--- config.mk ---
export PLATFORM = sky130hd
export DESIGN_NAME = fd_pipe_reg
export DESIGN_NICKNAME = d
export VERILOG_FILES = /design/src/rtl/fd_pipe_reg_pkg.sv /design/src/rtl/fd_pipe_reg_sat_counter.sv /design/src/rtl/fd_pipe_reg.sv
export SDC_FILE = /design/constraint.sdc
export NUM_CORES = 1
export LEC_CHECK = 0
export CAP_MARGIN = 40
export CORE_MARGIN = 8
export CORE_UTILIZATION = 37
export CTS_CLUSTER_DIAMETER = 100
export CTS_CLUSTER_SIZE = 12
export DETAILED_ROUTE_END_ITERATION = 10
export PLACE_DENSITY_LB_ADDON = 0.3
export SLEW_MARGIN = 20
export SYNTH_ARGS = -nofsm -noshare
export SYNTH_HDL_FRONTEND = slang
export SYNTH_HIERARCHICAL = 1
export SYNTH_SLANG_ARGS = --single-unit
--- constraint.sdc ---
create_clock -name clk -period 3.37 [get_ports clk]
set_clock_uncertainty 0.15 [all_clocks]
set_input_delay 0.674 -clock clk [delete_from_list [all_inputs] [get_ports clk]]
set_output_delay 0.674 -clock clk [all_outputs]
set_load 0.05 [all_outputs]
--- src/rtl/fd_pipe_reg_pkg.sv ---
// Shared constants for the F/D pipeline register: reset/handler vectors,
// exception codes and the NOP encoding used for bubbles.
package fd_pipe_reg_pkg;

  localparam logic [31:0] RESET_PC   = 32'h0000_3000;
  localparam logic [31:0] HANDLER_PC = 32'h0000_4180;

  localparam logic [4:0]  EXC_NONE   = 5'd0;
  localparam logic [4:0]  EXC_ADEL   = 5'd4;

  localparam logic [31:0] INSTR_NOP  = 32'h0000_0000;

  // A faulting fetch must never hand decode the bits that came back.
  function automatic logic [31:0] fetchedInstr(input logic [31:0] instr,
                                               input logic [4:0]  exc);
    return (exc == EXC_NONE) ? instr : INSTR_NOP;
  endfunction

endpackage

--- src/rtl/fd_pipe_reg_sat_counter.sv ---
// Saturating up-counter with synchronous active-high reset and clear;
// sticks at all-ones instead of wrapping.
module sat_counter #(
  parameter int CNT_W = 32
) (
  input  logic             clk,
  input  logic             reset,
  input  logic             i_clear,
  input  logic             i_inc,
  output logic [CNT_W-1:0] o_count
);

  logic [CNT_W-1:0] r_count;

  always_ff @(posedge clk) begin
    if (reset || i_clear)
      r_count <= '0;
    else if (i_inc && (r_count != {CNT_W{1'b1}}))
      r_count <= r_count + 1'b1;
  end

  assign o_count = r_count;

endmodule

--- src/rtl/fd_pipe_reg.sv ---
// F/D pipeline register: stall hold, exception and ERET flush with the same
// priority as the PC register. Optional perf counters under FD_PERF_CNT_EN.
module fd_pipe_reg
  import fd_pipe_reg_pkg::*;
#(
  parameter logic [31:0] RESET_PC_P   = RESET_PC,
  parameter logic [31:0] HANDLER_PC_P = HANDLER_PC,
  parameter int          CNT_W        = 32
) (
  input  logic             clk,
  input  logic             reset,
  input  logic             en,
  input  logic             req,
  input  logic             eret_clr,
  input  logic [31:0]      eret_epc,
  input  logic [31:0]      f_pc,
  input  logic [31:0]      f_instr,
  input  logic [4:0]       f_exc,
  input  logic             f_bd,
  output logic [31:0]      d_pc,
  output logic [31:0]      d_instr,
  output logic [4:0]       d_exc,
  output logic             d_bd,
  output logic             d_valid,
  output logic [CNT_W-1:0] stall_cnt,
  output logic [CNT_W-1:0] flush_cnt
);

  logic [31:0] r_pc;
  logic [31:0] r_instr;
  logic [4:0]  r_exc;
  logic        r_bd;
  logic        r_valid;

  // Priority reset > req > eret_clr > en; flushes ignore en so a stalled
  // register is still squashed.
  always_ff @(posedge clk) begin
    if (reset) begin
      r_pc    <= RESET_PC_P;
      r_instr <= INSTR_NOP;
      r_exc   <= EXC_NONE;
      r_bd    <= 1'b0;
      r_valid <= 1'b0;
    end else if (req) begin
      r_pc    <= HANDLER_PC_P;
      r_instr <= INSTR_NOP;
      r_exc   <= EXC_NONE;
      r_bd    <= 1'b0;
      r_valid <= 1'b0;
    end else if (eret_clr) begin
      r_pc    <= eret_epc;
      r_instr <= INSTR_NOP;
      r_exc   <= EXC_NONE;
      r_bd    <= 1'b0;
      r_valid <= 1'b0;
    end else if (en) begin
      r_pc    <= f_pc;
      r_instr <= fetchedInstr(f_instr, f_exc);
      r_exc   <= f_exc;
      r_bd    <= f_bd;
      r_valid <= 1'b1;
    end
  end

  assign d_pc    = r_pc;
  assign d_instr = r_instr;
  assign d_exc   = r_exc;
  assign d_bd    = r_bd;
  assign d_valid = r_valid;

`ifdef FD_PERF_CNT_EN
  logic w_stallInc;
  logic w_flushInc;

  assign w_stallInc = !req && !eret_clr && !en;
  assign w_flushInc = req || eret_clr;

  sat_counter #(.CNT_W(CNT_W)) u_stallCnt (
    .clk     (clk),
    .reset   (reset),
    .i_clear (1'b0),
    .i_inc   (w_stallInc),
    .o_count (stall_cnt)
  );

  sat_counter #(.CNT_W(CNT_W)) u_flushCnt (
    .clk     (clk),
    .reset   (reset),
    .i_clear (1'b0),
    .i_inc   (w_flushInc),
    .o_count (flush_cnt)
  );
`else
  assign stall_cnt = '0;
  assign flush_cnt = '0;
`endif

endmodule

# ---- Word level (Yosys, flattened, before mapping)
# Index checks and enable logic that the tools add are counted.
dict set report classes {
  mux 4
  n_reduce_logical 5
}
# operator count
set op_table {}
lappend op_table {{2-to-1 mux 32 bit} 3}
lappend op_table {{2-to-1 mux 15 bit} 1}
lappend op_table {{zero test 5 bit} 1}
lappend op_table {{nonzero test 3 bit} 1}
lappend op_table {{OR reduction 3 bit} 1}
lappend op_table {{nonzero test 2 bit} 1}
lappend op_table {{OR reduction 2 bit} 1}
dict set report totals {
  ff_bits 71
  in_bits 107
  out_inout_bits 135
  elab_cells 15
}

# ---- Logic depth before layout (Yosys ltp)
# Gate-level depths: netlist of the first run.
dict set report depth {
  word_depth 3
  ltp_mapped 5
  mapped_depth_nobuf 3
}

# ---- Worst setup path after synthesis of the first run
# No wires, ideal clock.
dict set report synth_timing {
  path_kind {input port to flip-flop}
  startpoint {input port eret_clr}
  endpoint {register r_instr[21], in the netlist d_instr[21]}
  arrival_time_ps 1526
  t_required_ps 3154
  path_slack_ps 1628
  path_stages 5
  path_buffers 3
  path_cell_list {clkbuf_1 -> or3_4 -> buf_6 -> buf_6 -> nor2_1}
}
dict set report synth_via {
  elab_chain_len 1
}
# element line
set synth_rtl {}
lappend synth_rtl {{from (decl)} fd_pipe_reg.sv:14} ;# input logic eret_clr,
lappend synth_rtl {{OR reduction 3 bit (no line)} n/a}
lappend synth_rtl {{to (signal assigned)} fd_pipe_reg.sv:58} ;# r_instr <= fetchedInstr(f_instr, f_exc);
lappend synth_rtl {{to (decl)} fd_pipe_reg.sv:30} ;# logic [31:0] r_instr;
# No other way between the ends.
# A chain may end at the register's enable or synchronous reset.

# ---- Worst setup path after layout of the first run
dict set report layout_timing {
  startpoint {register r_instr[23], in the netlist d_instr[23]}
  endpoint {output port d_instr[23]}
}
# element line
set layout_lines {}
lappend layout_lines {{to (decl)} fd_pipe_reg.sv:21} ;# output logic [31:0] d_instr,
# No word-level cell between the ends.

==> metrics.md, run 1 <==
| Metric | Value |
|---|---|
| Outcome | complete, no violations |
| WL final | 10.8 mm |
| Vias per std cell | 4.74 |
| Cell internal pwr | 1.43 mW |
| Ys flop type | dfxtp_1 |
| Vias in the first global route | 3107 |
| Area leader, netlist | dfxtp_1 |
| Row cnt | 35 |
| Critical-path maximum fanout | 2 |
| Final ANT Viol Nets | 0 |
| Final core utilization | 57.2% |
| Ys async rst share | 0% |
| PwrDens | 408 nW/µm² |
| Routed length per instance | 17.3 µm |
| YS warnings | 6 |
| Critical path capture point type | primary output |
| Top post-synthesis cells by count | dfxtp_1, nor2_1, buf_4 |
| Post-synthesis xor/xnor area fraction | 0% |
| Root Buffer | clkbuf_8 |
| Initial antenna violation count | 0 |
| Mapped Cells | 341 |
| DR iter-0 viols | 67 |
| RSZ-0062 raised after global routing | no |
| Switch share | 32.6% |
| IO Count | 242 |
| CTS HTree Levels | 3 |
| Die area | 12500 µm² |
| NumNets Final | 616 |
| Crit path cell chain | clkdlybuf4s50_1 |
| Adder-Cell Fraction of Synth Area | 0% |
| Top cell type's share of synthesized area | 42.0% |
| Worst Tran Pin Value | 763 ps |
| # Max-Cap Violations | 0 |
| Diode count | 0 |
| Final setup viols | 0 |
| Hold_buf cts | 0 |
| Synth Area in Compound Gates | 9.39% |
| Remaining DRCs | 0 |
| GRT overflow | 0 |
| Post-synth cell types | 19 |
| Die Y | 112 µm |
| Post-synthesis sequential area ratio | 42.0% |
| Mux share of post-synthesis cell area | 20.9% |
| FILL cells | 813 |
| Critical path class | flip-flop to primary output |
| Core area | 9060 µm² |
| Fin. max-slew vios | 0 |
| Synth top area cells | dfxtp_1, buf_4, mux2i_1 |
| Clock Latency Late Sink | 340 ps |
| Startpoint types | flip-flop |
| Fin crit share | 69.9% |
| Layout cells sized above 1 | 10.9% |
| First-pass GRT wire length | 16.6 mm |
| Simple logic cell fraction of the synthesized area | 9.50% |
| Routability-driven placement congestion ratio | 0.751 |
| Initial Util | 37.3% |
| CTS buffer count | 9 |
| Buf+Inv Stages, Crit Path | 1 |
| DRT Pass-1 Iters | 4 |
| Dpl ws | 1050 ps |
| Clock sink count | 71 |
| Post-CTS resize count | 0 |
| Clock power frac | 33.6% |
| Syn Area/Cell | 9.92 µm² |
| Final hold slack | 326 ps |
| DP HPWL | 8.40 mm |
| Seq cells post-synth | 71 |
| Placed cells | 609 |
| Peak VDD IR | 0.215 mV |
| Layout Area Growth over Synthesis | 53.2% |
| Cell family with most CP delay | buffers and inverters |
| Hold Path Class | flip-flop to flip-flop |
| Post-synth EDFFs | 0 |
| Endpoints failing hold | 0 |
| Setup repair bufs after CTS | 0 |
| Post-synth design cell area | 3380 µm² |
| Worst Slack Setup Final | 1020 ps |
| Fin Setup TNS | 0 ps |
| Worst EP arrival | 1530 ps |
| Comb pwr share | 25.3% |
| Max Fclk | 425 MHz |
| Reg area | 1420 µm² |
| Leakage | 2.06 nW |
| Vias | 2964 |
| Tmin final | 2350 ps |
| Sequential power share | 41.1% |
| Largest net degree at the start of global routing | 40 |
| Combinational family with the most area after synthesis | multiplexers |
| Worst relative slew slack | 49.0% |
| DIE WIDTH | 112 µm |
| Total GRT Usage | 16.6% |
| WP data required | 2550 ps |
| Final Instance Count excl. Fillers | 625 |
| Switching Power | 0.689 mW |
| Input/output buffers | 177 |
| Reg-to-reg setup timing slack | 2340 ps |
| CTS max path bufs | 2 |
| CTS tree | done |
| Area of the multi-input gates | 1590 µm² |
| Max stage delay cell, worst path | clkdlybuf4s50_1 |
| CP peak stage delay | 830 ps |
| Worst-path clk slew | 80 ps |
-- kinds of logic after synthesis --
family,after synthesis
flops,71
buf+inv,89
other cells,1
compound gates,37
simple gates,76
mux,67
-- layer usage --
metal	share of wire [%]	track usage (%)
met3	11	8.44
met1	36	16.1
met5	0	0
met4	2.6	7.75
met2	50	29.0
-- final timing paths --
kind                             from                     to  cells after the start
max          d_instr[23]$_SDFFE_PP0P_            d_instr[23]                      1
min              d_valid$_SDFFE_PP0P_   d_valid$_SDFFE_PP0P_                      2
max reg2reg     d_pc[12]$_SDFFE_PP1P_  d_pc[12]$_SDFFE_PP1P_                      3
min reg2reg      d_valid$_SDFFE_PP0P_   d_valid$_SDFFE_PP0P_                      2
-- cells in the final DEF (no fill, tap or decap), types with 2 or more instances in the layout --
master / instances
clkdlybuf4s50_1: 175
dfxtp_1: 71
nor2_1: 70
conb_1: 64
mux2i_1: 38
a32oi_1: 32
mux2_2: 29
clkbuf_8: 10
a211oi_1: 3
buf_4: 3
o21bai_1: 2
clkinvlp_4: 2
inv_6: 2
buf_2: 2
-- state kept, by name (all words and copies together), names as in the netlist --
name,cells
d_instr,32
d_pc,32
d_exc,5
d_bd,1
d_valid,1
-- power by group through the flow --
stage	logic (mW)	registers, mW	clock network [mW]
final	0.535	0.870	0.710
after global routing	0.563	0.873	0.767
after CTS	0.535	0.870	0.737
after detailed placement	0.534	0.889	0
after global placement	0.526	0.888	0
after floorplan	0.327	0.962	0
-- cell type report --
cell class	instances	share of cell area [%]
multi-input cells	244	30.8
flip-flops and latches	71	27.4
clock inverters	6	1.30
clock buffers	10	2.66
well taps	111	2.68
repair buffers	182	35.1
inverters	1	0.0724
-- through the flow --
stage | area, µm² | total power, mW
global route | 5180 | 2.20
CTS | 5180 | 2.14
finish | 5180 | 2.11
floorplan | 3620 | 1.29
global placement | 4960 | 1.41
detailed placement | 4980 | 1.42
Power figures use the tool's default switching activity.
==> run 2, diff against run 1 <==
--- a/config.mk
+++ b/config.mk
@@ -7,7 +7,7 @@
 export LEC_CHECK = 0
 export CAP_MARGIN = 40
 export CORE_MARGIN = 8
-export CORE_UTILIZATION = 37
+export CORE_UTILIZATION = 35
 export CTS_CLUSTER_DIAMETER = 100
 export CTS_CLUSTER_SIZE = 12
 export DETAILED_ROUTE_END_ITERATION = 10
==> constraint.sdc (replaced) <==
create_clock -name clk -period 2.2 [get_ports clk]
set_clock_uncertainty 0.15 [all_clocks]
set_input_delay 0.44 -clock clk [delete_from_list [all_inputs] [get_ports clk]]
set_output_delay 0.44 -clock clk [all_outputs]
set_load 0.05 [all_outputs]
==> run 2 against run 1 <==
  * Final area up 1.1%
  * Clock power increased by 65%
  * Worst setup slack got worse by 930 ps
  * Critical path type unchanged
==> metrics.md, run 2 (synthesis results as in run 1) <==
| Metric | Value |
|---|---|
| Hold_buf cts | 0 (unchanged) |
| Initial Util | 35.3% (-2.1 points) |
| Worst relative slew slack | 49.5% (+0.46 points) |
| Vias per std cell | 4.50 (-5.2%) |
| Placed cells | 631 (+3.6%) |
| Max stage delay cell, worst path | clkdlybuf4s50_1 |
| Initial antenna violation count | 0 (unchanged) |
| DP HPWL | 8.07 mm (-4.0%) |
| RSZ-0062 raised after global routing | no |
| # Max-Cap Violations | 0 (unchanged) |
| GRT overflow | 0 (unchanged) |
| Tmin final | 2110 ps |
| Die area | 13100 µm² (+4.9%) |
| CTS max path bufs | 2 (unchanged) |
| Routability-driven placement congestion ratio | 0.690 (-8.2%) |
| Most frequent cells in the layout | clkdlybuf4s50_1, dfxtp_1, nor2_1 |
| Leakage | 2.08 nW (+0.80%) |
| Hold Path Class | input port to flip-flop |
| Final Instance Count excl. Fillers | 648 (+3.7%) |
| Row cnt | 36 (+2.9%) |
| Peak VDD IR | 0.354 mV (+65%) |
| Final ANT Viol Nets | 0 (unchanged) |
| Fin area | 5240 µm² (+1.1%) |
| IO Count | 242 (unchanged) |
| Max Fclk | 473 MHz |
| Input/output buffers | 177 (unchanged) |
| Final setup viols | 0 (unchanged) |
| Worst EP arrival | 1520 ps (about the same) |
| Layout Area Growth over Synthesis | 54.8% |
| Endpoints failing hold | 0 (unchanged) |
| Total GRT Usage | 15.2% (-1.4 points) |
| Largest net degree at the start of global routing | 40 (unchanged) |
| Buf+Inv Stages, Crit Path | 1 (unchanged) |
| Cell family with most CP delay | buffers and inverters |
| DIE WIDTH | 114 µm (+2.4%) |
| Startpoint types | flip-flop |
| Fin. max-slew vios | 0 (unchanged) |
| Final hold slack | 312 ps (-14.2 ps) |
| Critical path capture point type | primary output |
| CTS buffer count | 9 (unchanged) |
| Outcome | complete, no violations |
| Final core utilization | 54.6% (-2.6 points) |
| Die Y | 114 µm (+2.4%) |
| Vias | 2914 (-1.7%) |
| Post-CTS resize count | 0 (unchanged) |
| Root Buffer | clkbuf_8 |
| Critical path class | flip-flop to primary output |
| Clock sink count | 71 (unchanged) |
| WP data required | 1610 ps (-940 ps) |
| Clock Latency Late Sink | 340 ps (about the same) |
| CP peak stage delay | 830 ps (about the same) |
| Worst-path clk slew | 80 ps (about the same) |
| Remaining DRCs | 0 (unchanged) |
| Most common cell after layout, fill and taps aside | clkdlybuf4s50_1 |
| Layout cells sized above 1 | 11.3% (+0.39 points) |
| Vias in the first global route | 2974 (-4.3%) |
| Worst Tran Pin Value | 756 ps (-6.84 ps) |
| Fin crit share | 96.0% |
| First-pass GRT wire length | 15.6 mm (-6.4%) |
| NumNets Final | 616 (unchanged) |
| Cell Area, Placed | 5020 µm² (+0.80%) |
| Overall power | 3.32 mW (+57%) |
| Routed length per instance | 16.4 µm (-5.4%) |
| Critical-path maximum fanout | 2 (unchanged) |
| DR iter-0 viols | 92 (+37%) |
| WL final | 10.6 mm (-2.0%) |
| Setup repair bufs after CTS | 0 (unchanged) |
| Core area | 9590 µm² (+5.8%) |
| DRT Pass-1 Iters | 4 (unchanged) |
| Crit path cell chain | clkdlybuf4s50_1 |
| CTS tree | done |
| CTS HTree Levels | 3 (unchanged) |
| FILL cells | 912 (+12%) |
| PwrDens | 633 nW/µm² (+55%) |
[run 2: routing by layer]
layer | GRT usage [%] | routed length [µm] | vias up
li1 | - | - | 1396
met1 | 14.2 | 3700 | 1361
met2 | 27.0 | 5280 | 145
met3 | 8.60 | 1470 | 12
met4 | 5.86 | 156 | 0
met5 | 0 | 0 | -
[run 2: power breakdown]
part,leakage (nW),switching (mW),internal (mW)
Clock,0.110,0.526,0.641
Combinational,1.39,0.511,0.308
Sequential,0.577,0.0153,1.32
[run 2: tightest hold or removal path: cells and delay by family]
family	cells	cell delay, ps
buffers and inverters	1	160
AND/OR/NAND/NOR	1	70
multiplexers	1	90
[run 2: worst paths after layout]
check	from	to	slack, ps	cells past startpoint
worst max-delay path	d_instr[14]$_SDFFE_PP0P_	d_instr[14]	90	1
worst max register to register	d_pc[12]$_SDFFE_PP1P_	d_pc[12]$_SDFFE_PP1P_	1160	3
worst min register to register	d_valid$_SDFFE_PP0P_	d_valid$_SDFFE_PP0P_	330	2
worst min-delay path	en	d_exc[4]$_SDFFE_PP0P_	310	3
[run 2: per-stage QoR]
step | setup TNS, ps | worst slack (ps)
final | 0 | 87.2
after global routing | 0 | 23.9
after CTS | 0 | 58.2
after detailed placement | 0 | 120
after global placement | -6920 | -273
after floorplan | 0 | 692
[run 2: final cells by class]
class                      count  area (µm²)  share of cell area [%]
timing repair buffer         182        1830                    35.0
multi-input combinational    244        1590                    30.4
sequential                    71        1420                    27.1
tap                          133         166                    3.18
clock buffer                   9         124                    2.36
clock inverter                 7        95.1                    1.82
inverter                       1        3.75                  0.0717
antenna                        1        2.50                  0.0478
